===== src/rtl/tap_pwm_gen_if.sv =====
// Duty-cycle load/ack handshake between a controller (master) and tap_pwm_gen (slave).
interface tap_pwm_gen_if #(
   parameter int CNT_W = 8
);
   logic [CNT_W-1:0] duty_in;
   logic             duty_load;
   logic             duty_ack;

   modport master (output duty_in, output duty_load, input duty_ack);
   modport slave  (input duty_in, input duty_load, output duty_ack);
endinterface


===== src/rtl/tap_pwm_gen.sv =====
// tap_pwm_gen: turns a selected clock_divider tap into a tick enable and drives a PWM from it.
// Define PWM_CENTER_ALIGN_EN for an up/down (center-aligned) counter instead of a sawtooth.
module tap_pwm_gen #(
   parameter int CNT_W        = 8,
   parameter int DEFAULT_DUTY = 128
) (
   input  logic         clk,
   input  logic         rst,
   input  logic         div_by_2,
   input  logic         div_by_4,
   input  logic         div_by_8,
   input  logic         div_by_16,
   input  logic [1:0]   tap_sel,
   input  logic         en,
   tap_pwm_gen_if.slave duty_if,
   output logic         tick,
   output logic         pwm_out,
   output logic         period_done
);
   localparam logic [CNT_W-1:0] CNT_MAX  = {CNT_W{1'b1}};
   localparam logic [CNT_W-1:0] CNT_ONE  = {{(CNT_W-1){1'b0}}, 1'b1};
   localparam logic [CNT_W-1:0] CNT_ZERO = {CNT_W{1'b0}};
   localparam logic [CNT_W-1:0] DUTY_RST = DEFAULT_DUTY[CNT_W-1:0];

   logic             tap_mux_s, wrap_s, xfer_s;
   logic             tap_q, tap_d;
   logic [1:0]       sel_q, sel_d;
   logic             tick_q, tick_d;
   logic [CNT_W-1:0] cnt_q, cnt_d;
   logic             pwm_q, pwm_d;
   logic             pd_q, pd_d;
   logic             xfer_q, xfer_d;
   logic             ack_q, ack_d;
   logic [CNT_W-1:0] duty_act_q, duty_act_d;
   logic [CNT_W-1:0] pending_q, pending_d;
   logic             pend_q, pend_d;
`ifdef PWM_CENTER_ALIGN_EN
   logic             dir_up_q, dir_up_d;
`endif

   // Next-state logic: tap edge detection, PWM counter and duty handshake.
   always_comb begin
      case (tap_sel)
         2'd0:    tap_mux_s = div_by_2;
         2'd1:    tap_mux_s = div_by_4;
         2'd2:    tap_mux_s = div_by_8;
         2'd3:    tap_mux_s = div_by_16;
         default: tap_mux_s = 1'b0;
      endcase
      tap_d  = tap_mux_s;
      sel_d  = tap_sel;
      // A select change compares against a different tap's history, so drop that edge.
      tick_d = tap_mux_s & ~tap_q & (tap_sel == sel_q);

      cnt_d  = cnt_q;
      wrap_s = 1'b0;
`ifdef PWM_CENTER_ALIGN_EN
      dir_up_d = dir_up_q;
      if (!en) begin
         cnt_d    = CNT_ZERO;
         dir_up_d = 1'b1;
      end else if (tick_q) begin
         if (dir_up_q) begin
            if (cnt_q == CNT_MAX) begin
               cnt_d    = cnt_q - CNT_ONE;
               dir_up_d = 1'b0;
            end else begin
               cnt_d = cnt_q + CNT_ONE;
            end
         end else begin
            cnt_d = cnt_q - CNT_ONE;
            if (cnt_q == CNT_ONE) begin
               dir_up_d = 1'b1;
               wrap_s   = 1'b1;
            end else begin
               wrap_s = 1'b0;
            end
         end
      end else begin
         cnt_d = cnt_q;
      end
`else
      if (!en) begin
         cnt_d = CNT_ZERO;
      end else if (tick_q) begin
         cnt_d  = cnt_q + CNT_ONE;
         wrap_s = (cnt_q == CNT_MAX);
      end else begin
         cnt_d = cnt_q;
      end
`endif
      pd_d  = wrap_s;
      pwm_d = en & (cnt_q < duty_act_q);

      // Duty is swapped at the period boundary, or at once while the PWM is stopped.
      xfer_s     = pend_q & (wrap_s | ~en);
      xfer_d     = xfer_s;
      ack_d      = xfer_q;
      duty_act_d = xfer_s ? pending_q : duty_act_q;
      if (duty_if.duty_load) begin
         pending_d = duty_if.duty_in;
         pend_d    = 1'b1;
      end else if (xfer_s) begin
         pending_d = pending_q;
         pend_d    = 1'b0;
      end else begin
         pending_d = pending_q;
         pend_d    = pend_q;
      end
   end

   // State and output registers.
   always_ff @(posedge clk or negedge rst) begin
      if (!rst) begin
         tap_q      <= 1'b0;
         sel_q      <= 2'd0;
         tick_q     <= 1'b0;
         cnt_q      <= CNT_ZERO;
         pwm_q      <= 1'b0;
         pd_q       <= 1'b0;
         xfer_q     <= 1'b0;
         ack_q      <= 1'b0;
         duty_act_q <= DUTY_RST;
         pending_q  <= CNT_ZERO;
         pend_q     <= 1'b0;
`ifdef PWM_CENTER_ALIGN_EN
         dir_up_q   <= 1'b1;
`endif
      end else begin
         tap_q      <= tap_d;
         sel_q      <= sel_d;
         tick_q     <= tick_d;
         cnt_q      <= cnt_d;
         pwm_q      <= pwm_d;
         pd_q       <= pd_d;
         xfer_q     <= xfer_d;
         ack_q      <= ack_d;
         duty_act_q <= duty_act_d;
         pending_q  <= pending_d;
         pend_q     <= pend_d;
`ifdef PWM_CENTER_ALIGN_EN
         dir_up_q   <= dir_up_d;
`endif
      end
   end

   assign tick             = tick_q;
   assign pwm_out          = pwm_q;
   assign period_done      = pd_q;
   assign duty_if.duty_ack = ack_q;
endmodule

===== src/flat_wrapper.sv =====
// flat-port wrapper written by rule: the top's interface ports become plain ports
module tap_pwm_gen_flat 
#(
   parameter int CNT_W        = 8,
   parameter int DEFAULT_DUTY = 128
)
  (clk, rst, div_by_2, div_by_4, div_by_8, div_by_16, tap_sel, en, tick, pwm_out, period_done, duty_if_duty_in, duty_if_duty_load, duty_if_duty_ack);
  tap_pwm_gen_if #(.CNT_W(CNT_W)) duty_if_i ();
  input  logic clk;
  input  logic rst;
  input  logic div_by_2;
  input  logic div_by_4;
  input  logic div_by_8;
  input  logic div_by_16;
  input  logic [1:0] tap_sel;
  input  logic en;
  output logic tick;
  output logic pwm_out;
  output logic period_done;
  input wire logic [$bits(duty_if_i.duty_in)-1:0] duty_if_duty_in;
  input wire logic [$bits(duty_if_i.duty_load)-1:0] duty_if_duty_load;
  output wire logic [$bits(duty_if_i.duty_ack)-1:0] duty_if_duty_ack;
  assign duty_if_i.duty_in = duty_if_duty_in;
  assign duty_if_i.duty_load = duty_if_duty_load;
  assign duty_if_duty_ack = duty_if_i.duty_ack;
  tap_pwm_gen #(.CNT_W(CNT_W), .DEFAULT_DUTY(DEFAULT_DUTY)) u_core (.clk(clk), .rst(rst), .div_by_2(div_by_2), .div_by_4(div_by_4), .div_by_8(div_by_8), .div_by_16(div_by_16), .tap_sel(tap_sel), .en(en), .duty_if(duty_if_i), .tick(tick), .pwm_out(pwm_out), .period_done(period_done));
endmodule

===== config.mk =====
export PLATFORM = sky130hd
export DESIGN_NAME = tap_pwm_gen_flat
export DESIGN_NICKNAME = d
export VERILOG_FILES = /design/src/rtl/tap_pwm_gen_if.sv /design/src/rtl/tap_pwm_gen.sv /design/src/flat_wrapper.sv
export SDC_FILE = /design/constraint.sdc
export NUM_CORES = 1
export LEC_CHECK = 0
export ABC_AREA = 1
export BUFFER_PORTS_ARGS = -buffer_cell sky130_fd_sc_hd__buf_2
export CAP_MARGIN = 15
export CORE_UTILIZATION = 63
export CTS_BUF_LIST = sky130_fd_sc_hd__clkbuf_4 sky130_fd_sc_hd__clkbuf_8
export DETAILED_ROUTE_END_ITERATION = 16
export PLACE_DENSITY_LB_ADDON = 0.12
export SLEW_MARGIN = 0
export SYNTH_ARGS = -nofsm -noshare
export SYNTH_HDL_FRONTEND = slang
export SYNTH_SLANG_ARGS = --single-unit

===== constraint.sdc =====
create_clock -name clk -period 3.63 [get_ports clk]
set_input_delay 0.5445 -clock clk [delete_from_list [all_inputs] [get_ports clk]]
set_output_delay 0.5445 -clock clk [all_outputs]
set_load 0.01 [all_outputs]

==> metrics.md <==
| Metric | Value |
|---|---|
| Routed length per instance | 11.9 um |
| Pre-antenna DRT Iters | 5 |
| Final WL | between 2000 and 3000 um |
| Sequential Power Share | 0.574 |
| CTS Hold Buffers Added | 0 |
| Detailed router's first-iteration violation count | 30 |
| Power share of the combinational group | 0.125 |
| Number of H-tree levels | 2 |
| Critical Path Sink | tick |
| Antenna viol nets, final | 0 |
| Yosys cell types | 19 |
| Max Cap Viol | 0 |
| Initial antenna violation count | 0 |
| Top fanout value on the critical path | 7 |
| Resize count post-CTS | 0 |
| VDD IR max | 0.370 mV |
| First-pass GRT wire length | 5260 um |
| DRC | 0 |
| Fmax | ~0.65 GHz |
| Relative slew slack | 0.528 |
| GPL Wtd Cong | a little over 0.9 |
| CTS Root Cell | clkbuf_4 |
| Internal | 0.000530 W |
| Flop2flop setup slack | between 2000 and 2500 ps |
| P_leak | approximately 1.0 nW |
| Critical path depth | 1 |
| Crit path arrival time | 1000 ps |
| Starting Density | 0.691 |
| Cell area power density | roughly 410 mW/mm^2 |
| Count of pins over their slew limit | 0 |
| Worst reg2reg startpoint | u_core.cnt_q[0] |
| Die area | 0.00272 mm^2 |
| Total track usage | 0.273 |
| Post-CTS setup buffers | 0 |
| Clock share of power | 0.301 |
| Layout cells sized above 1 | 0.160 |
| Worst setup path start | u_core.tick |
| Gr ovfl total | 0 |
| Die Ht | 52.2 um |
| Sw power | 0.000192 W |
| Design Power | around 0.00072 W |
| Crit path cell chain | buf_2 |
| Buffers on Ports | 21 |
| Critical path's top delay family | flip-flops |
| Number of global-route vias before repair | 1266 |
| FF-to-FF End | u_core.duty_act_q[1] |
| Hold WC Path Type | in -> async |
| Syn_area_per_cell | 8.18 um^2 |
| Switching Fraction | 0.266 |
| Final Hold Vio Count | 0 |
| Tightest Pin Transition | 708 ps |
| Status | finished, final reports clean |
| CTS sink cnt | 33 |
| Clock latency on the worst-skew pair | around 330 ps |
| Kind of critical path | reg -> out |
| Setup crit start kind | flop |
| Syn nets | 220 |
| Nets | 245 |
| Diodes inserted | 0 |
| Synth Cell Area | 0.00159 mm^2 |
| Largest net degree at the start of global routing | 34 |
| Core area | 0.00230 mm^2 |
| Yosys reg bits | 33 |
| Via density | about 5.3 |
| RSZ-0062 raised after global routing | no |
| Area grow syn2layout | 10.9% |
| Yosys warnings | 0 |
| Reg2Reg Depth | 8 |
| Clock Skew | 9.25 ps |
| Routed via count | 1298 |
| CTS clk-pin slew, worst paths | 100 ps |
| Setup_tns | 0 ps |
| Slowest stage delay, CP | around 490 ps |
| Final setup viols | 0 |
| Tmin final | roughly 1500 ps |
| Detailed placement HPWL | approximately 2200 um |
| Max clock buf depth | 2 |
| Max stage delay cell, worst path | dfrtp_1 |
| Critical Path Sink Type | primary output |
| Die Wd | around 52 um |
| CTS tree | built |
| Cts bufs inserted | 5 |
| FP Rows | 17 |
| Syn Inst Count | 194 |
| Seq/Total Area, Yosys | 0.521 |
| Crit share post-route | 0.427 |
| Required time of the worst setup path | 3090 ps |
| Io pins | 22 |
| Worst Path Buf+Inv | 1 |
state kept, by name, indices dropped and copies added (netlist names):
signal	cells
u_core.duty_act_q	8
u_core.duty_if.duty_ack	1
u_core.pend_q	1
u_core.pwm_out	1
u_core.tap_q	1
u_core.cnt_q	8
u_core.pending_q	8
u_core.period_done	1
u_core.ack_d	1
u_core.tick	1
u_core.sel_q	2
how the worst min path moves through the flow:
stage,end
6_report,u_core.duty_if.duty_ack
5_1_grt,u_core.duty_if.duty_ack
4_1_cts,u_core.pwm_out
3_5_place_dp,u_core.duty_if.duty_ack
3_3_place_gp,u_core.duty_if.duty_ack
2_1_floorplan,u_core.ack_d
layer usage:
metal / up-vias / global-route usage / wire length [um]
li1: 653 / - / -
met1: 583 / 0.328 / 1290
met2: 53 / 0.451 / 1440
met3: 9 / 0.0812 / 158
met4: 0 / 0.127 / 56
met5: - / 0 / 0
through the flow:
step	cell area, um^2	std cells	utilization	worst slack (ps)	hold slack [ps]
finish	1760	247	0.766	2080	248
global route	1760	247	0.766	2040	291
CTS	1760	247	0.766	2100	271
detailed placement	1700	240	0.740	2240	335
global placement	1700	240	0.740	2300	332
floorplan	1590	194	-	2380	249
synth_stat cells:
| cell | n | area share |
|---|---|---|
| clkinv_1 | 1 | 0.0024 |
| buf_4 | 1 | 0.0047 |
| o21ai_0 | 8 | 0.025 |
| clkbuf_8 | 1 | 0.0087 |
| nor2_2 | 2 | 0.0079 |
| dfrtp_1 | 32 | 0.50 |
| nand3_1 | 16 | 0.050 |
| nand2_4 | 2 | 0.014 |
| buf_2 | 1 | 0.0032 |
| inv_2 | 1 | 0.0024 |
| a21oi_1 | 5 | 0.016 |
| nand2_1 | 69 | 0.16 |
| ha_1 | 8 | 0.063 |
| dfstp_2 | 1 | 0.017 |
| nand2_2 | 1 | 0.0039 |
| o211ai_1 | 1 | 0.0047 |
| inv_1 | 26 | 0.062 |
| nor2_1 | 15 | 0.035 |
| nand4_1 | 3 | 0.012 |
cells by family after synthesis:
group	after synthesis	synth area share
fa+ha+maj	8	0.0631
buf+inv	31	0.0828
simple gates	108	0.287
compound gates	14	0.0457
flops	33	0.521
placed cells by master, fill, tap and decap left out:
cell type	count
nand3_1	16
buf_2	21
nand2_2	1
ha_1	8
clkinv_1	1
nand2_1	69
nor2_1	15
a21oi_1	5
o21ai_0	8
dfrtp_1	32
nand4_1	3
inv_1	26
o211ai_1	1
nand2_4	2
nor2_2	2
inv_2	1
dfstp_2	1
clkbuf_4	6
clkbuf_8	1
power groups by stage:
stage | clock [W] | sequential (W) | combinational, W
final | 0.000217 | 0.000414 | 0.0000905
after global routing | 0.000237 | 0.000418 | 0.000108
after CTS | 0.000215 | 0.000414 | 0.0000914
after detailed placement | 0 | 0.000421 | 0.0000908
after global placement | 0 | 0.000421 | 0.0000839
after floorplan | 0 | 0.000416 | 0.0000616
layout make-up:
class                   instances  area, um^2
repair buffers                 21         105
inverters                      28         105
multi-input cells             130         628
well taps                      28        35.0
clock buffers                   7        58.8
flip-flops and latches         33         827
fillers                       177         538
Note: power is estimated with default switching activity, not from simulation.
